==> config.mk <==
export PLATFORM = sky130hd
export DESIGN_NAME = addsub4_seq
export DESIGN_NICKNAME = d
export VERILOG_FILES = /design/src/rtl/addsub_pkg.sv /design/src/rtl/rise_detect.sv /design/src/rtl/addsub4_seq.sv
export SDC_FILE = /design/constraint.sdc
export NUM_CORES = 1
export LEC_CHECK = 0
export CORE_ASPECT_RATIO = 0.6
export CORE_UTILIZATION = 38
export CTS_CLUSTER_DIAMETER = 80
export DETAILED_ROUTE_END_ITERATION = 6
export PLACE_DENSITY = 0.72
export SYNTH_ARGS = -nofsm -noshare
export SYNTH_HDL_FRONTEND = slang
export SYNTH_SLANG_ARGS = --single-unit
==> constraint.sdc <==
create_clock -name clk -period 1.4 [get_ports clk]
set_input_delay 0.14 -clock clk [delete_from_list [all_inputs] [get_ports clk]]
set_output_delay 0.14 -clock clk [all_outputs]
set_load 0.02 [all_outputs]
==> src/rtl/addsub_pkg.sv <==
// Shared width constant and controller state encoding for the sequential add/sub front end.
package addsub_pkg;

    localparam int W = 4;

    typedef enum logic [1:0] {
        S_A    = 2'd0,
        S_B    = 2'd1,
        S_EXEC = 2'd2,
        S_SHOW = 2'd3
    } state_t;

endpackage

==> src/rtl/rise_detect.sv <==
// Single-cycle pulse on the rising edge of an already-synchronised level.
module rise_detect (
    input  logic clk,
    input  logic rst_n,
    input  logic level_i,
    output logic pulse_o
);

    logic r_prev;

    // NOTE: history resets to 1 so a level already high when reset lifts is not seen as a fresh press.
    always_ff @(posedge clk) begin
        if (!rst_n) r_prev <= 1'b1;
        else        r_prev <= level_i;
    end

    assign pulse_o = level_i & ~r_prev;

endmodule

==> src/rtl/addsub4_seq.sv <==
// Button-driven operand sequencer: latches A, then B/op, exercises an external add/sub stage and shows the result with flags.
module addsub4_seq #(
    parameter int W = addsub_pkg::W
) (
    input  logic         clk,
    input  logic         rst_n,
    input  logic [W-1:0] data_i,
    input  logic         op_i,
    input  logic         enter_i,
    output logic [W-1:0] a_o,
    output logic [W-1:0] b_o,
    output logic         cin_o,
    input  logic [W-1:0] s_i,
    input  logic         cout_i,
    output logic [W-1:0] result_o,
    output logic         carry_o,
    output logic         ovf_o,
    output logic         zero_o,
    output logic         neg_o,
    output logic         done_o,
    output logic         busy_o,
    output logic [1:0]   state_o,
    output logic [3:0]   op_count_o
);

    addsub_pkg::state_t r_state, w_next;

    logic         w_enter_evt;
    logic         w_load_a, w_load_b, w_capture;
    logic         w_ovf;
    logic [W-1:0] r_a, r_b, r_result;
    logic         r_cin, r_carry, r_ovf, r_zero, r_neg, r_done;
    logic [3:0]   r_op_count;

    rise_detect u_enter (
        .clk     (clk),
        .rst_n   (rst_n),
        .level_i (enter_i),
        .pulse_o (w_enter_evt)
    );

    always_ff @(posedge clk) begin
        if (!rst_n) r_state <= addsub_pkg::S_A;
        else        r_state <= w_next;
    end

    always_comb begin
        w_next    = r_state;
        w_load_a  = 1'b0;
        w_load_b  = 1'b0;
        w_capture = 1'b0;
        unique case (r_state)
            addsub_pkg::S_A, addsub_pkg::S_SHOW: begin
                if (w_enter_evt) begin
                    w_load_a = 1'b1;
                    w_next   = addsub_pkg::S_B;
                end
            end
            addsub_pkg::S_B: begin
                if (w_enter_evt) begin
                    w_load_b = 1'b1;
                    w_next   = addsub_pkg::S_EXEC;
                end
            end
            addsub_pkg::S_EXEC: begin
                w_capture = 1'b1;
                w_next    = addsub_pkg::S_SHOW;
            end
            default: w_next = addsub_pkg::S_A;
        endcase
    end

    // Signed overflow judged on the operands as presented to the stage.
    assign w_ovf = r_cin ? ((r_a[W-1] != r_b[W-1]) && (s_i[W-1] != r_a[W-1]))
                         : ((r_a[W-1] == r_b[W-1]) && (s_i[W-1] != r_a[W-1]));

    always_ff @(posedge clk) begin
        if (!rst_n) begin
            r_a        <= '0;
            r_b        <= '0;
            r_cin      <= 1'b0;
            r_result   <= '0;
            r_carry    <= 1'b0;
            r_ovf      <= 1'b0;
            r_zero     <= 1'b0;
            r_neg      <= 1'b0;
            r_done     <= 1'b0;
            r_op_count <= '0;
        end else begin
            r_done <= w_capture;
            if (w_load_a) r_a <= data_i;
            if (w_load_b) begin
                r_b   <= data_i;
                r_cin <= op_i;
            end
            if (w_capture) begin
                r_result   <= s_i;
                r_carry    <= cout_i;
                r_ovf      <= w_ovf;
                r_zero     <= (s_i == '0);
                r_neg      <= s_i[W-1];
                r_op_count <= r_op_count + 4'd1;
            end
        end
    end

    assign a_o        = r_a;
    assign b_o        = r_b;
    assign cin_o      = r_cin;
    assign result_o   = r_result;
    assign carry_o    = r_carry;
    assign ovf_o      = r_ovf;
    assign zero_o     = r_zero;
    assign neg_o      = r_neg;
    assign done_o     = r_done;
    assign busy_o     = (r_state == addsub_pkg::S_B) || (r_state == addsub_pkg::S_EXEC);
    assign state_o    = r_state;
    assign op_count_o = r_op_count;

endmodule

==> run_results.csv, run 1 <==
group,metric,value,unit
run_status,outcome,"finished, final reports clean",
timing,setup_violations,0,
yosys,area_fraction_of_the_dominant_cell_type_after_synthesis,46.5,%
routing,routed_wire_length_per_instance,12.5,microns
timing,fin_crit_sh,97.5,%
global_routing,antenna_violations_before_repair,0,
worst_setup_path,worst_ep_required_time,1260,ps
routing,first_pass_iters,4,
timing,unrepaired_setup_endpoints_after_global_routing,"no",
floorplan,initial_core_util,40.7,%
global_routing,grt_residual_overflow,0,
yosys,async_flop_share,0,%
pwr,overall_power_consumption,2.31,mW
clock_tree,cts_max_path_buffers,2,
finish,antenna_fix_cells,0,
yosys,mappedNetlistNets,123,
yosys,synth_compound_area_share,10.2,%
finish,final_net_count,166,
yosys,ys_seq_elements,24,
routing,drt.antenna.violating_nets,0,
clock_tree,cts_tree,"built",
pwr,vdd_drop_max,0.958,mV
floorplan,core,2540,sq um
routing,viasPerCell,4.63,
timing,final-hold-violation-count,0,
worst_setup_path,endpoint_kind,"primary output",
yosys,synthSimpleGateAreaFrac,21.7,%
yosys,netlist_top_cells_count,"sky130_fd_sc_hd__dfxtp_1, sky130_fd_sc_hd__a21boi_1, sky130_fd_sc_hd__nand2_1, sky130_fd_sc_hd__nand3_1, sky130_fd_sc_hd__nor2b_1",
floorplan,dieWidth,69.3,microns
placed_design,place_area,1460,sq um
worst_setup_path,crit_path_max_fanout,2,
yosys,synth_top_family_by_area,"simple AND/OR/NAND/NOR gates",
timing,timing.slew.headroom,81.8,%
timing,timing.hold.ws,425,ps
finish,post_route_cells_drive_above_1_share,11.5,%
yosys,syn_area_per_cell,9.75,sq um
clock_tree,clkSlewWorstSetupHoldPaths,80,ps
worst_setup_path,crit_path_top_delay_cell,"sky130_fd_sc_hd__clkdlybuf4s50_1",
routing,remaining_design_rule_violation_count,0,
timing,timing.final.max_slew_violations,0,
worst_hold_path,hp-class,"input port to flip-flop",
yosys,synth_fa_ha_area_share,4.84,%
floorplan,fp.dieArea,2940,sq um
worst_setup_path,cp_top_family,"buffers and inverters",
yosys,most_frequent_cell_after_synthesis,"sky130_fd_sc_hd__dfxtp_1",
timing,fmaxAchievable,733,MHz
timing,post_layout_min_period,1360,ps
worst_setup_path,crit_path_max_incr_delay,610,ps
yosys,synth_xor_area_share,3.39,%
global_routing,first_global_vias,822,
clock_tree,worst_skew_pair.late_latency,270,ps
yosys,yosysSeqAreaShare,46.5,%
global_routing,grt_util_all_layers,16.6,%
yosys,ys_top_cells_by_area,"sky130_fd_sc_hd__dfxtp_1, sky130_fd_sc_hd__mux2i_1, sky130_fd_sc_hd__a21boi_1",
yosys,synth_area_leader_cell,"sky130_fd_sc_hd__dfxtp_1",
finish,final_cell_area,1510,sq um
floorplan,placementRows,14,
global_routing,first_pass_grt_wire_length,3760,microns
placed_design,io_buffer_count,37,
routing,finalWirelength,2250,microns
placed_design,gpl.final_weighted_congestion,0.692,
worst_setup_path,path_cells,"clkdlybuf4s50_1",
worst_setup_path,worst_setup_path_start_kind,"flip-flop",
yosys,synthMuxAreaShare,7.75,%
worst_setup_path,critical_path_type,"flip-flop to primary output",
floorplan,die_y,42.4,microns
clock_tree,cts-buffers-inserted,3,
floorplan,floorplan.io_pins,38,
clock_tree,cts_htree_levels,1,
yosys,syn_inst,106,
timing,finalClockSkew,2.84,ps
yosys,yosysWarnings,0,
yosys,netlist_area,1030,sq um
routing,initialDrtViolationCount,32,
finish,fill_count,222,
placed_design,place_hpwl,1670,microns
yosys,post_synth_num_cell_types,26,
finish,areaGrowthSynthToFinish,46.5,%
routing,detailroute.via_count,834,
pwr,p_leak,0.725,nW
yosys,yosys_most_used_dff,"sky130_fd_sc_hd__dfxtp_1",
pwr,power_density,1530,nW/um^2
run,max_cap_viol_count,0,
clock_tree,postCtsSetupRepairBufs,0,
clock_tree,tritoncts_num_sinks,24,
global_routing,pin_count_of_the_biggest_net_entering_global_routing,25,
yosys,synth-edff-count,0,
worst_setup_path,worstPathBufferInverterCount,1,
worst_setup_path,cp_data_arrival_time,1220,ps
clock_tree,clk_root_buffer_cell,"sky130_fd_sc_hd__clkbuf_8",
timing,worstMarginPinSlew,274,ps
==> what timing repair did <==
action	4_1_cts	5_1_grt
hold buffers	0	0
gates resized for setup	13	8
pin swaps	0	2
setup endpoints to repair	11	8
endpoints found under the hold margin	0	0
==> cell families (layout without fill, tap and decap cells) <==
| group | after synthesis | after routing |
|---|---|---|
| XOR/XNOR | 4 | 4 |
| AND/OR/NAND/NOR | 41 | 41 |
| buffers and inverters | 10 | 52 |
| adder cells (fa/ha/maj) | 4 | 4 |
| multiplexers | 8 | 8 |
| flip-flops | 24 | 24 |
| AO/OA/AOI/OAI | 15 | 15 |
==> worst paths after layout <==
path,from,end,slack [ps],cells after the start
hold / removal,op_i,cin_o$_SDFFE_PN0P_,420,3
hold reg to reg,b_o[0]$_SDFFE_PN0P_,b_o[0]$_SDFFE_PN0P_,460,2
setup reg to reg,state_o[0]$_SDFFE_PN0P_,state_o[0]$_SDFFE_PN0P_,110,6
setup / recovery,result_o[1]$_SDFFE_PN0P_,result_o[1],40,1
==> routing by layer <==
layer  GRT usage, %  vias up  share of wire (%)
li1               -      435                  -
met5              0        -                  0
met3           5.77        2                3.7
met2           24.5       12                 43
met4           4.90        0               0.49
met1           23.0      385                 52
==> report_power, final <==
part           internal, mW  switching, mW
clock                 0.251          0.221
sequential            0.788         0.0638
combinational         0.466          0.525
total                  1.51          0.809
==> layout by cell type, fill, tap and decap left out, types with 6 or more instances in the layout <==
master,n
sky130_fd_sc_hd__a21boi_1,8
sky130_fd_sc_hd__buf_4,8
sky130_fd_sc_hd__clkdlybuf4s50_1,20
sky130_fd_sc_hd__dfxtp_1,23
sky130_fd_sc_hd__dlygate4sd2_1,10
sky130_fd_sc_hd__dlymetal6s2s_1,6
sky130_fd_sc_hd__mux2i_1,8
sky130_fd_sc_hd__nand2_1,9
sky130_fd_sc_hd__nand3_1,9
sky130_fd_sc_hd__nor2b_1,9
==> registers in the layout (all words and copies together) (netlist names) <==
| register | flops |
|---|---|
| op_count_o | 4 |
| done_o | 1 |
| zero_o | 1 |
| u_enter.r_prev | 1 |
| carry_o | 1 |
| cin_o | 1 |
| result_o | 4 |
| state_o | 2 |
| a_o | 4 |
| b_o | 4 |
| ovf_o | 1 |
==> final cells by class <==
| class | instances | area (sq um) | share of cell area [%] |
|---|---|---|---|
| timing repair buffer | 45 | 428 | 28.3 |
| multi-input combinational | 72 | 498 | 32.9 |
| inverter | 3 | 11.3 | 0.744 |
| tap | 32 | 40.0 | 2.64 |
| clock buffer | 4 | 55.1 | 3.64 |
| sequential | 24 | 482 | 31.8 |
==> per-stage QoR <==
step                      worst slack [ps]  std cells  util (%)  TNS [ps]
after global routing                  2.75        180      59.6         0
after CTS                             14.8        180      59.1         0
after detailed placement             -15.8        176      57.4     -15.8
after floorplan                       89.4        106         -         0
final                                 35.6        180      59.6         0
after global placement               -17.0        176      57.4     -17.0
No activity file was read; power rests on OpenSTA's default activity.
==> run 2: changes to the inputs <==
Settings changed: ABC_AREA from default to 1, PLACE_DENSITY 0.72 to 0.73.
==> run 2 against run 1 <==
Design area up 1.3%. Worst setup slack improved by 13 ps. Sequential cell count unchanged. Critical path type unchanged.
==> run_results.csv, run 2 <==
group,metric,value,unit
run_status,outcome,"finished, final reports clean",
yosys,post_synth_num_cell_types,17,
floorplan,fp.dieArea,2830,sq um
worst_hold_path,hp-class,"input port to flip-flop",
yosys,netlist_top_cells_count,"sky130_fd_sc_hd__nand2_1, sky130_fd_sc_hd__nor2_1, sky130_fd_sc_hd__dfxtp_1",
routing,routed_wire_length_per_instance,11.4,microns
clock_tree,postCtsSetupRepairBufs,0,
timing,timing.hold.ws,436,ps
yosys,ys_seq_elements,24,
placed_design,dp.cells,204,
placed_design,io_buffer_count,37,
yosys,syn_area_per_cell,7.53,sq um
worst_setup_path,path_cells,"clkdlybuf4s50_1",
global_routing,grt_residual_overflow,0,
clock_tree,cts_max_path_buffers,2,
timing,finalClockSkew,3.68,ps
timing,fin_crit_sh,96.5,%
timing,setup_violations,0,
pwr,power_density,1840,nW/um^2
clock_tree,ctsHoldBuffers,0,
floorplan,die_y,41.6,microns
timing,unrepaired_setup_endpoints_after_global_routing,"no",
finish,areaGrowthSynthToFinish,54.4,%
yosys,synth-edff-count,0,
finish,instances_no_fill,208,
routing,finalWirelength,2380,microns
pwr,vdd_drop_max,1.71,mV
clock_tree,cts_tree,"built",
timing,timing.slew.headroom,81.7,%
yosys,area_fraction_of_the_dominant_cell_type_after_synthesis,48.4,%
routing,drt.antenna.violating_nets,0,
routing,remaining_design_rule_violation_count,0,
worst_setup_path,critical_path_type,"flip-flop to primary output",
timing,post_layout_min_period,1350,ps
clock_tree,tritoncts_num_sinks,24,
global_routing,first_global_vias,831,
clock_tree,cts_htree_levels,1,
routing,viasPerCell,4.61,
yosys,netlist_area,993,sq um
finish,fill_count,203,
placed_design,place_area,1460,sq um
yosys,yosysWarnings,0,
clock_tree,clkSlewWorstSetupHoldPaths,90,ps
finish,post_route_cells_drive_above_1_share,10.1,%
floorplan,placementRows,13,
timing,final-hold-violation-count,0,
floorplan,initial_core_util,43.0,%
routing,initialDrtViolationCount,34,
placed_design,place_hpwl,1750,microns
worst_setup_path,worst_ep_required_time,1260,ps
yosys,yosysSeqAreaShare,48.4,%
timing,worstMarginPinSlew,274,ps
placed_design,gpl.final_weighted_congestion,0.840,
worst_setup_path,cp_top_family,"buffers and inverters",
floorplan,dieWidth,68.0,microns
clock_tree,worst_skew_pair.late_latency,270,ps
worst_setup_path,crit_path_max_incr_delay,600,ps
timing,fmaxAchievable,740,MHz
worst_setup_path,worst_setup_path_start_kind,"flip-flop",
finish,antenna_fix_cells,0,
clock_tree,clk_root_buffer_cell,"sky130_fd_sc_hd__clkbuf_8",
routing,first_pass_iters,4,
routing,detailroute.via_count,958,
global_routing,grt_util_all_layers,17.4,%
timing,timing.final.max_slew_violations,0,
worst_setup_path,endpoint_kind,"primary output",
yosys,yosys_most_used_dff,"sky130_fd_sc_hd__dfxtp_1",
finish,finalCoreUtilization,66.4,%
yosys,ys_top_cells_by_area,"sky130_fd_sc_hd__dfxtp_1, sky130_fd_sc_hd__nand2_1, sky130_fd_sc_hd__nor2_1",
floorplan,floorplan.io_pins,38,
global_routing,pin_count_of_the_biggest_net_entering_global_routing,17,
worst_setup_path,worstPathBufferInverterCount,1,
run,max_cap_viol_count,0,
global_routing,antenna_violations_before_repair,0,
worst_setup_path,crit_path_max_fanout,2,
worst_setup_path,crit_path_top_delay_cell,"sky130_fd_sc_hd__clkdlybuf4s50_1",
finish,final_cell_mix,"sky130_fd_sc_hd__nor2_1, sky130_fd_sc_hd__nand2_1, sky130_fd_sc_hd__dfxtp_1, sky130_fd_sc_hd__clkdlybuf4s50_1, sky130_fd_sc_hd__inv_1",
yosys,mappedNetlistNets,149,
finish,final_cell_area,1530,sq um
clock_tree,cts-buffers-inserted,3,
floorplan,core,2310,sq um
finish,final_net_count,196,
global_routing,first_pass_grt_wire_length,3700,microns
timing,fin_setup_tns,0,ps
pwr,p_leak,0.856,nW
yosys,async_flop_share,0,%
yosys,synth_area_leader_cell,"sky130_fd_sc_hd__dfxtp_1",
yosys,syn_inst,132,
worst_setup_path,cp_data_arrival_time,1210,ps
[run 2: worst paths after layout]
path | startpoint | to | slack, ps | cells after the start
setup reg to reg | state_o[0]$_SDFFE_PN0P_ | a_o[1]$_SDFFE_PN0P_ | 100 | 8
hold reg to reg | b_o[2]$_SDFFE_PN0P_ | b_o[2]$_SDFFE_PN0P_ | 460 | 2
hold / removal | enter_i | u_enter.r_prev$_SDFF_PN1_ | 440 | 3
setup / recovery | result_o[0]$_SDFFE_PN0P_ | result_o[0] | 50 | 1
[run 2: kinds of logic after synthesis]
kind of cell	Yosys count	synth area share, %
buffers and inverters	20	8.44
DFF	24	48.4
AOI/OAI and AO/OA	22	11.5
and+or+nand+nor	61	25.8
xor gates and xnor gates	1	0.882
adders and majority gates	4	5.04
[run 2: cell type report]
cell class,instances,area [sq um],area share [%]
well taps,30,37.5,2.45
flip-flops and latches,24,482,31.4
repair buffers,45,450,29.4
inverters,17,63.8,4.16
clock buffers,3,41.3,2.69
clock inverters,1,30.0,1.96
multi-input cells,88,429,28.0
[run 2: metal layers]
layer,part of all wire [%],global-route usage (%)
met5,0,0
met4,0.25,1.25
met3,6.1,6.87
met2,46,27.6
met1,47,23.2
[run 2: metrics by stage]
step | power [mW] | setup slack, ps
after global placement | 2.28 | -39.0
after global routing | 3.00 | 2.66
after detailed placement | 2.31 | -39.7
final | 2.82 | 48.4
after floorplan | 1.63 | 43.5
after CTS | 2.85 | 2.20
[run 2: where the power goes]
part	internal, mW	switching [mW]
logic	0.584	0.701
clock network	0.382	0.222
registers	0.836	0.0931
[run 2: timing repair]
action                     4_1_cts  5_1_grt
pin swaps                        0        1
resized for setup               12        9
cloned                           0        0
setup endpoints to repair       10       11
==> run 3: changes to the inputs <==
Settings changed: ABC_AREA 1 to default, PLACE_DENSITY 0.73 to 0.72.
==> results of run 3 <==
Final layout, timing and power as in run 1 (identical DEF).
